$ cat config.mk
export PLATFORM = sky130hd
export DESIGN_NAME = openneuro_tx_mii_framer
export DESIGN_NICKNAME = d
export VERILOG_FILES = /design/src/rtl/openneuro_tx_mii_framer.sv
export SDC_FILE = /design/constraint.sdc
export NUM_CORES = 1
export LEC_CHECK = 0
export CAP_MARGIN = 25
export CORE_UTILIZATION = 55
export DETAILED_ROUTE_END_ITERATION = 16
export GPL_ROUTABILITY_DRIVEN = 1
export PLACE_DENSITY_LB_ADDON = 0.2
export SKIP_LAST_GASP = 1
export SYNTH_ARGS = -nofsm -noshare
export SYNTH_HDL_FRONTEND = slang
export SYNTH_SLANG_ARGS = --single-unit
$ cat constraint.sdc
create_clock -name clk -period 5.7 [get_ports clk]
set_input_delay 1.14 -clock clk [delete_from_list [all_inputs] [get_ports clk]]
set_output_delay 1.14 -clock clk [all_outputs]
set_load 0.03 [all_outputs]
$ cat src/rtl/openneuro_tx_mii_framer.sv
// TX framer: pops 32-bit payload words and emits preamble/SFD, payload nibbles, optional FCS (OPENNEURO_TX_FCS_EN) and IFG on a 4-bit MII.
// Latency: first preamble nibble one cycle after the IDLE start decision; payload follows SFD with no bubble.
// Backpressure: s_ready pulses only on the SFD-high or word-final nibble; a missing word aborts the frame (underrun).
module openneuro_tx_mii_framer #(
    parameter int PREAMBLE_BYTES = 7,
    parameter int IFG_BYTES      = 12
) (
    input  logic        clk,
    input  logic        rst,
    input  logic        tx_enable,
    input  logic [31:0] s_data,
    input  logic        s_valid,
    input  logic        s_last,
    input  logic [1:0]  s_bytes,
    output logic        s_ready,
    output logic [3:0]  mii_txd,
    output logic        mii_tx_en,
    output logic        busy,
    output logic        frame_done,
    output logic        underrun,
    output logic [15:0] tx_frames
);

`ifdef OPENNEURO_TX_FCS_EN
    typedef enum logic [2:0] {IDLE, PRE, DATA, FCS, IFG} state_t;
`else
    typedef enum logic [1:0] {IDLE, PRE, DATA, IFG} state_t;
`endif

    localparam logic [8:0] PRE_LAST = 9'(2 * PREAMBLE_BYTES + 1);
    localparam logic [8:0] IFG_LAST = 9'(2 * IFG_BYTES - 1);

    state_t      state, state_d;
    logic [8:0]  cnt, cnt_d;
    logic [31:0] hold;
    logic        hold_last;
    logic [2:0]  last_nib, last_nib_d;
    logic        underrun_q;
    logic [15:0] tx_frames_q;
    logic        load, done, abort;
    logic [3:0]  data_nib;

    assign data_nib = hold[{cnt[2:0], 2'b00} +: 4];

`ifdef OPENNEURO_TX_FCS_EN
    logic [31:0] crc;
    logic [3:0]  fcs_nib;

    function automatic logic [31:0] crc_nib(input logic [31:0] c, input logic [3:0] d);
        logic [31:0] r;
        r = c;
        for (int i = 0; i < 4; i++) begin
            if (r[0] ^ d[i]) r = (r >> 1) ^ 32'hEDB88320;
            else             r = r >> 1;
        end
        return r;
    endfunction

    assign fcs_nib = ~crc[{cnt[2:0], 2'b00} +: 4];

    always_ff @(posedge clk or posedge rst) begin
        if (rst)                crc <= '1;
        else if (state == PRE)  crc <= '1;
        else if (state == DATA) crc <= crc_nib(crc, data_nib);
    end
`endif

    // Last-word nibble index: 2*bytes-1, with s_bytes==0 meaning a full word.
    always_comb begin
        last_nib_d = 3'd7;
        if (s_last) begin
            case (s_bytes)
                2'd1:    last_nib_d = 3'd1;
                2'd2:    last_nib_d = 3'd3;
                2'd3:    last_nib_d = 3'd5;
                default: last_nib_d = 3'd7;
            endcase
        end
    end

    always_comb begin
        state_d   = state;
        cnt_d     = cnt + 9'd1;
        load      = 1'b0;
        done      = 1'b0;
        abort     = 1'b0;
        s_ready   = 1'b0;
        mii_txd   = 4'h0;
        mii_tx_en = 1'b0;
        case (state)
            IDLE: begin
                cnt_d = '0;
                if (tx_enable && s_valid) state_d = PRE;
            end
            PRE: begin
                mii_tx_en = 1'b1;
                mii_txd   = (cnt == PRE_LAST) ? 4'hD : 4'h5;
                if (cnt == PRE_LAST) begin
                    s_ready = 1'b1;
                    cnt_d   = '0;
                    if (s_valid) begin
                        load    = 1'b1;
                        state_d = DATA;
                    end else begin
                        abort   = 1'b1;
                        state_d = IFG;
                    end
                end
            end
            DATA: begin
                mii_tx_en = 1'b1;
                mii_txd   = data_nib;
                if (cnt[2:0] == last_nib) begin
                    cnt_d = '0;
                    if (hold_last) begin
`ifdef OPENNEURO_TX_FCS_EN
                        state_d = FCS;
`else
                        done    = 1'b1;
                        state_d = IFG;
`endif
                    end else begin
                        s_ready = 1'b1;
                        if (s_valid) begin
                            load = 1'b1;
                        end else begin
                            abort   = 1'b1;
                            state_d = IFG;
                        end
                    end
                end
            end
`ifdef OPENNEURO_TX_FCS_EN
            FCS: begin
                mii_tx_en = 1'b1;
                mii_txd   = fcs_nib;
                if (cnt[2:0] == 3'd7) begin
                    done    = 1'b1;
                    cnt_d   = '0;
                    state_d = IFG;
                end
            end
`endif
            IFG: begin
                if (cnt == IFG_LAST) begin
                    cnt_d   = '0;
                    state_d = IDLE;
                end
            end
            default: begin
                cnt_d   = '0;
                state_d = IDLE;
            end
        endcase
    end

    always_ff @(posedge clk or posedge rst) begin
        if (rst) begin
            state       <= IDLE;
            cnt         <= '0;
            hold        <= '0;
            hold_last   <= 1'b0;
            last_nib    <= '0;
            underrun_q  <= 1'b0;
            tx_frames_q <= '0;
        end else begin
            state      <= state_d;
            cnt        <= cnt_d;
            underrun_q <= abort;
            if (load) begin
                hold      <= s_data;
                hold_last <= s_last;
                last_nib  <= last_nib_d;
            end
            if (done) tx_frames_q <= tx_frames_q + 16'd1;
        end
    end

    assign busy       = (state != IDLE);
    assign frame_done = done;
    assign underrun   = underrun_q;
    assign tx_frames  = tx_frames_q;

endmodule
== Word-level counts from Yosys, hierarchy flattened ==
Index checks and enable logic that the tools add are counted.

* Add/subtract/negate cells: 2
* Equal/unequal tests: 14
* Shifts and indexed selects: 1
* Multiplexer cells: 34
* Reductions and logical operators: 5

{| class="wikitable"
|+ Operators by type and width
! operator !! count
|-
| 9-bit case mux with 4 select lines || 1
|-
| 32-bit by 6-bit variable part select with 4-bit output || 1
|-
| 9-bit 2-to-1 mux || 3
|-
| 16-bit by 1-bit adder with 16-bit output (second input constant) || 1
|-
| 1-bit 2-to-1 mux || 16
|-
| 2-bit 2-to-1 mux || 6
|-
| 9-bit by 1-bit adder with 9-bit output (second input constant) || 1
|-
| 9-bit by 4-bit == test with 1-bit output (second input constant) || 1
|-
| 9-bit by 5-bit == test with 1-bit output (second input constant) || 1
|-
| 3-bit case mux with 3 select lines || 1
|-
| 2-bit == test (second input constant) || 4
|-
| 2-bit != test (second input constant) || 4
|-
| 2-bit case mux with 4 select lines || 1
|-
| 4-bit case mux with 2 select lines || 1
|-
| 1-bit case mux with 2 select lines || 3
|-
| 5-bit AND reduction || 1
|-
| 2-bit by 1-bit == test with 1-bit output (second input constant) || 2
|-
| 4-bit 2-to-1 mux || 1
|-
| 3-bit == test || 1
|-
| 3-bit 2-to-1 mux || 1
|-
| 3-bit != test (second input constant) || 1
|-
| 2-bit zero test || 1
|-
| 2-bit nonzero test || 1
|-
| 2-bit OR reduction || 1
|-
| 1-bit logical AND || 1
|}

* Register bits after elaboration: 64
* Logic and storage cells: 63

== Longest topological paths before layout ==
* Depth in word-level cells: 4
* Mapped depth: 8
* Depth with buffers taken out: 7

== Worst setup path after synthesis ==
No wires, ideal clock.

* Kind: reg-to-output
* From: reg state[0]
* To: out s_ready
* Arrival time: 1834 ps
* Path slack: 2726 ps
* Cell stages (with the launch flop): 7
* Path buffers: 1
* Cell sequence: dfrtp_1 -> inv_1 -> ha_1 -> clkbuf_1 -> or4b_4 -> o21ai_2 -> and2_1

* Word-level cells in the longest chain between the ends: 2

{| class="wikitable"
|+ RTL lines
! item !! RTL line !! source
|-
| start: declaration || 33 || <nowiki>state_t state, state_d;</nowiki>
|-
| start signal: assignment || 167 || <nowiki>state <= state_d;</nowiki>
|-
| 2-bit == test or 2-bit by 1-bit == test with 1-bit output (tied branches) || 90 || <nowiki>case (state)</nowiki>
|-
| 1-bit case mux with 2 select lines (*) || 90 ||
|-
| end: declaration || 15 || <nowiki>output logic s_ready,</nowiki>
|}

Mark *: on every way between the ends. The rest lies on a longest branch, timed or not.

== Final worst setup path ==
* From: reg cnt[0]
* To: out s_ready

* Word-level cells in the longest chain between the ends: 3

{| class="wikitable"
|+ RTL lines
! item !! RTL line !! source
|-
| start: declaration || 34 || <nowiki>logic [8:0] cnt, cnt_d;</nowiki>
|-
| start signal: assignment || 168 || <nowiki>cnt <= cnt_d;</nowiki>
|-
| 9-bit by 4-bit == test with 1-bit output or 3-bit == test (tied branches) || 98, 113 ||
|-
| 1-bit 2-to-1 mux (on tied branches) || 98, 113 ||
|-
| 1-bit case mux with 2 select lines (*) || 90 ||
|}

Marks and branches as above.

==> flow_summary.yaml <==
clock_tree:
  htree_num_levels: 3
  post-cts-setup-buffers: 0
  root_buffer: "clkbuf_8"
  postCtsHoldBufs: 0
  clockBufferDepth: 2
  cts_resized: 0
  clkTransAtPathRegs_ns: 0.07
  numClockSinks: 64
  cts_tree: "built"
  clk-insertion-delay-late_ns: 0.34
  cts_buffers: 9
setup_path:
  critPathRequiredTime_ns: 4.56
  rrSetupSlack_ns: 2.86
  startpoint_type: "flip-flop"
  path_max_fanout: 14
  crit_arrival_ns: 2.85
  end_kind: "output port"
  path_class: "flip-flop to output port"
die:
  fp.dieH_um: 78.4
  core_sq_um: 5570
  initial_core_util_pct: 57.6
  die_w_um: 78.4
  io_pins: 64
  dieArea_sq_um: 6140
  core.rowCount: 27
drt:
  post-route-drc-count: 0
  wl_per_cell_um: 16.1
  viasPerCell: 5.42
  dr_wl_met3_um: 258
  highest_layer: "met4"
  wl_met1_um: 2860
  num_vias: 2109
  drtPass1Iterations: 4
  drtAntennaViolNets: 0
  met2_length_um: 3040
  drt_iter0_markers: 138
  wirelength_um: 6270
synth:
  ys.flop_type: "dfrtp_1"
  avgSynthCellArea_sq_um: 13.0
  ys_ff_latch: 64
  synthCells: 246
  netlist_area_sq_um: 3210
  synth_seq_area_share_pct: 49.9
  synth_largest_area_cell: "dfrtp_1"
  synth_edf_count: 0
  synth.area.top_cells: "dfrtp_1 (50%), mux2_4 (13%), mux4_2 (4.2%)"
  yosysUniqueCellTypes: 40
  ys_warn_count: 0
  synth_top_area_share_pct: 49.9
  postSynthNetCount: 293
  synth-async-reset-ratio_pct: 100
sta:
  slew_violations: 0
  fin_tns_setup_ns: 0
  rsz0062_at_grt: "false"
  fin_crit_ns: 3.99
  post-route-period-util_pct: 70.0
  fmax_mhz: 251
  skew_ns: 0.00758
  worst_pin_slew_ns: 0.792
  hold_viol: 0
  finalSetupViolCount: 0
  slew_headroom_pct: 47.2
global_routing:
  antenna_found_initial: 0
  overflow: 0
  grt_pass1_vias: 2178
  grt_pass1_wl_um: 10700
  grt_max_degree: 65
  grt_use_total_pct: 23.6
final_layout:
  layout_common_cells: "dfrtp_1 (64), clkdlybuf4s50_1 (63), mux2_4 (28), nor2_1 (14), nand2_1 (14)"
  drive_gt1_share_pct: 19.6
  nets: 360
  multi_input_area_sq_um: 1510
  nFillCells: 406
  area_delta_synth_final_pct: 26.6
  n_antenna_cell: 0
  register_area_sq_um: 1600
  finish.utilization_pct: 72.9
  layout_commonest_cell: "dfrtp_1"
power:
  power_density_nw_per_um2: 424
  p_leak_uw: 0.00196
  switching_share_pct: 33.9
  p_seq_share_pct: 40.5
  ir_worst_vdd_v: 0.000298
  power_frac_comb_pct: 37.4
  p_int_uw: 1140
  power_frac_clock_pct: 22.1
  switching_power_uw: 584
run_status:
  status: "complete, no violations"
placement:
  hpwl_um: 4420
  portBuffers: 63
  gp_congestion: 0.725
min_path:
  hp-class: "flip-flop to flip-flop"
job:
  cap_violations: 0
-- flip-flops by register name (all words and copies together) (netlist names) --
register   count
hold_last      1
last_nib       3
cnt            9
state          2
underrun       1
tx_frames     16
hold          32
-- logic make-up (layout without fill, tap and decap cells) --
family                   count (synthesis)  count (layout)  share of synthesized area, %
AND/OR/NAND/NOR                         66              66                          11.3
flip-flops                              64              64                          49.9
multiplexers                            48              48                          22.0
XOR/XNOR                                25              25                          6.82
buffers and inverters                   19              90                          3.20
AO/OA/AOI/OAI                           16              16                          3.66
adder cells (fa/ha/maj)                  8               8                          3.12
-- power by group through the flow --
stage          registers [uW]  logic (uW)  clock network (uW)
2_1_floorplan             662         493                   0
3_3_place_gp              702         626                   0
3_5_place_dp              706         642                   0
4_1_cts                   700         649                 389
5_1_grt                   716         699                 412
6_report                  698         645                 381
-- synth_stat cells (2+ instances only) --
master and count:
dfrtp_1 64, mux2_4 28, nand2_1 14, nor2_1 14
xor2_1 13, xnor2_1 12, inv_1 11, and3_1 10
mux2_2 9, ha_1 8, nand3_1 8, mux4_2 6
mux2i_1 5, buf_6 4, nand4_1 4, a21boi_0 3
and4_1 3, clkbuf_1 3, and2_1 2, nor2b_1 2
nor3_1 2, o2111ai_1 2, o21ai_0 2
-- critical path: stages, from the launching register on --
cell and delay, ns:
dfrtp_1 0.77, xor2_1 0.20, or4b_4 0.52, o21ai_2 0.19, and2_1 0.16, clkdlybuf4s50_1 0.67
-- worst paths after layout --
path                                from       endpoint  cells after the start
min reg2reg                tx_frames[15]  tx_frames[15]                      1
max in group asynchronous            rst       hold[19]                      3
min in group asynchronous            rst   tx_frames[1]                      3
max reg2reg                       cnt[0]        hold[1]                      5
max                               cnt[0]        s_ready                      5
min                        tx_frames[15]  tx_frames[15]                      1
-- metrics by stage --
| stage | hold slack, ns | total power (uW) | area (sq um) | instances | worst slack, ns |
|---|---|---|---|---|---|
| after detailed placement | 0.469 | 1350 | 3880 | 374 | 2.03 |
| after global placement | 0.454 | 1330 | 3880 | 374 | 2.07 |
| after global routing | 0.498 | 1830 | 4060 | 389 | 1.49 |
| after floorplan | 0.454 | 1160 | 3210 | 246 | 2.73 |
| after CTS | 0.478 | 1740 | 4060 | 389 | 1.66 |
| final | 0.469 | 1720 | 4060 | 389 | 1.71 |
-- layout make-up --
| cell class | instances | share of cell area, % |
|---|---|---|
| clock buffers | 11 | 3.48 |
| clock inverters | 4 | 1.11 |
| multi-input cells | 163 | 37.0 |
| repair buffers | 64 | 15.7 |
| inverters | 11 | 1.02 |
| well taps | 72 | 2.22 |
| flip-flops and latches | 64 | 39.4 |
-- metal layers --
metal | vias up | track usage [%]
li1 | 1000 | -
met1 | 1045 | 31.6
met2 | 54 | 36.6
met3 | 10 | 5.58
met4 | 0 | 10.9
met5 | - | 0
Note: power is estimated with default switching activity, not from simulation.
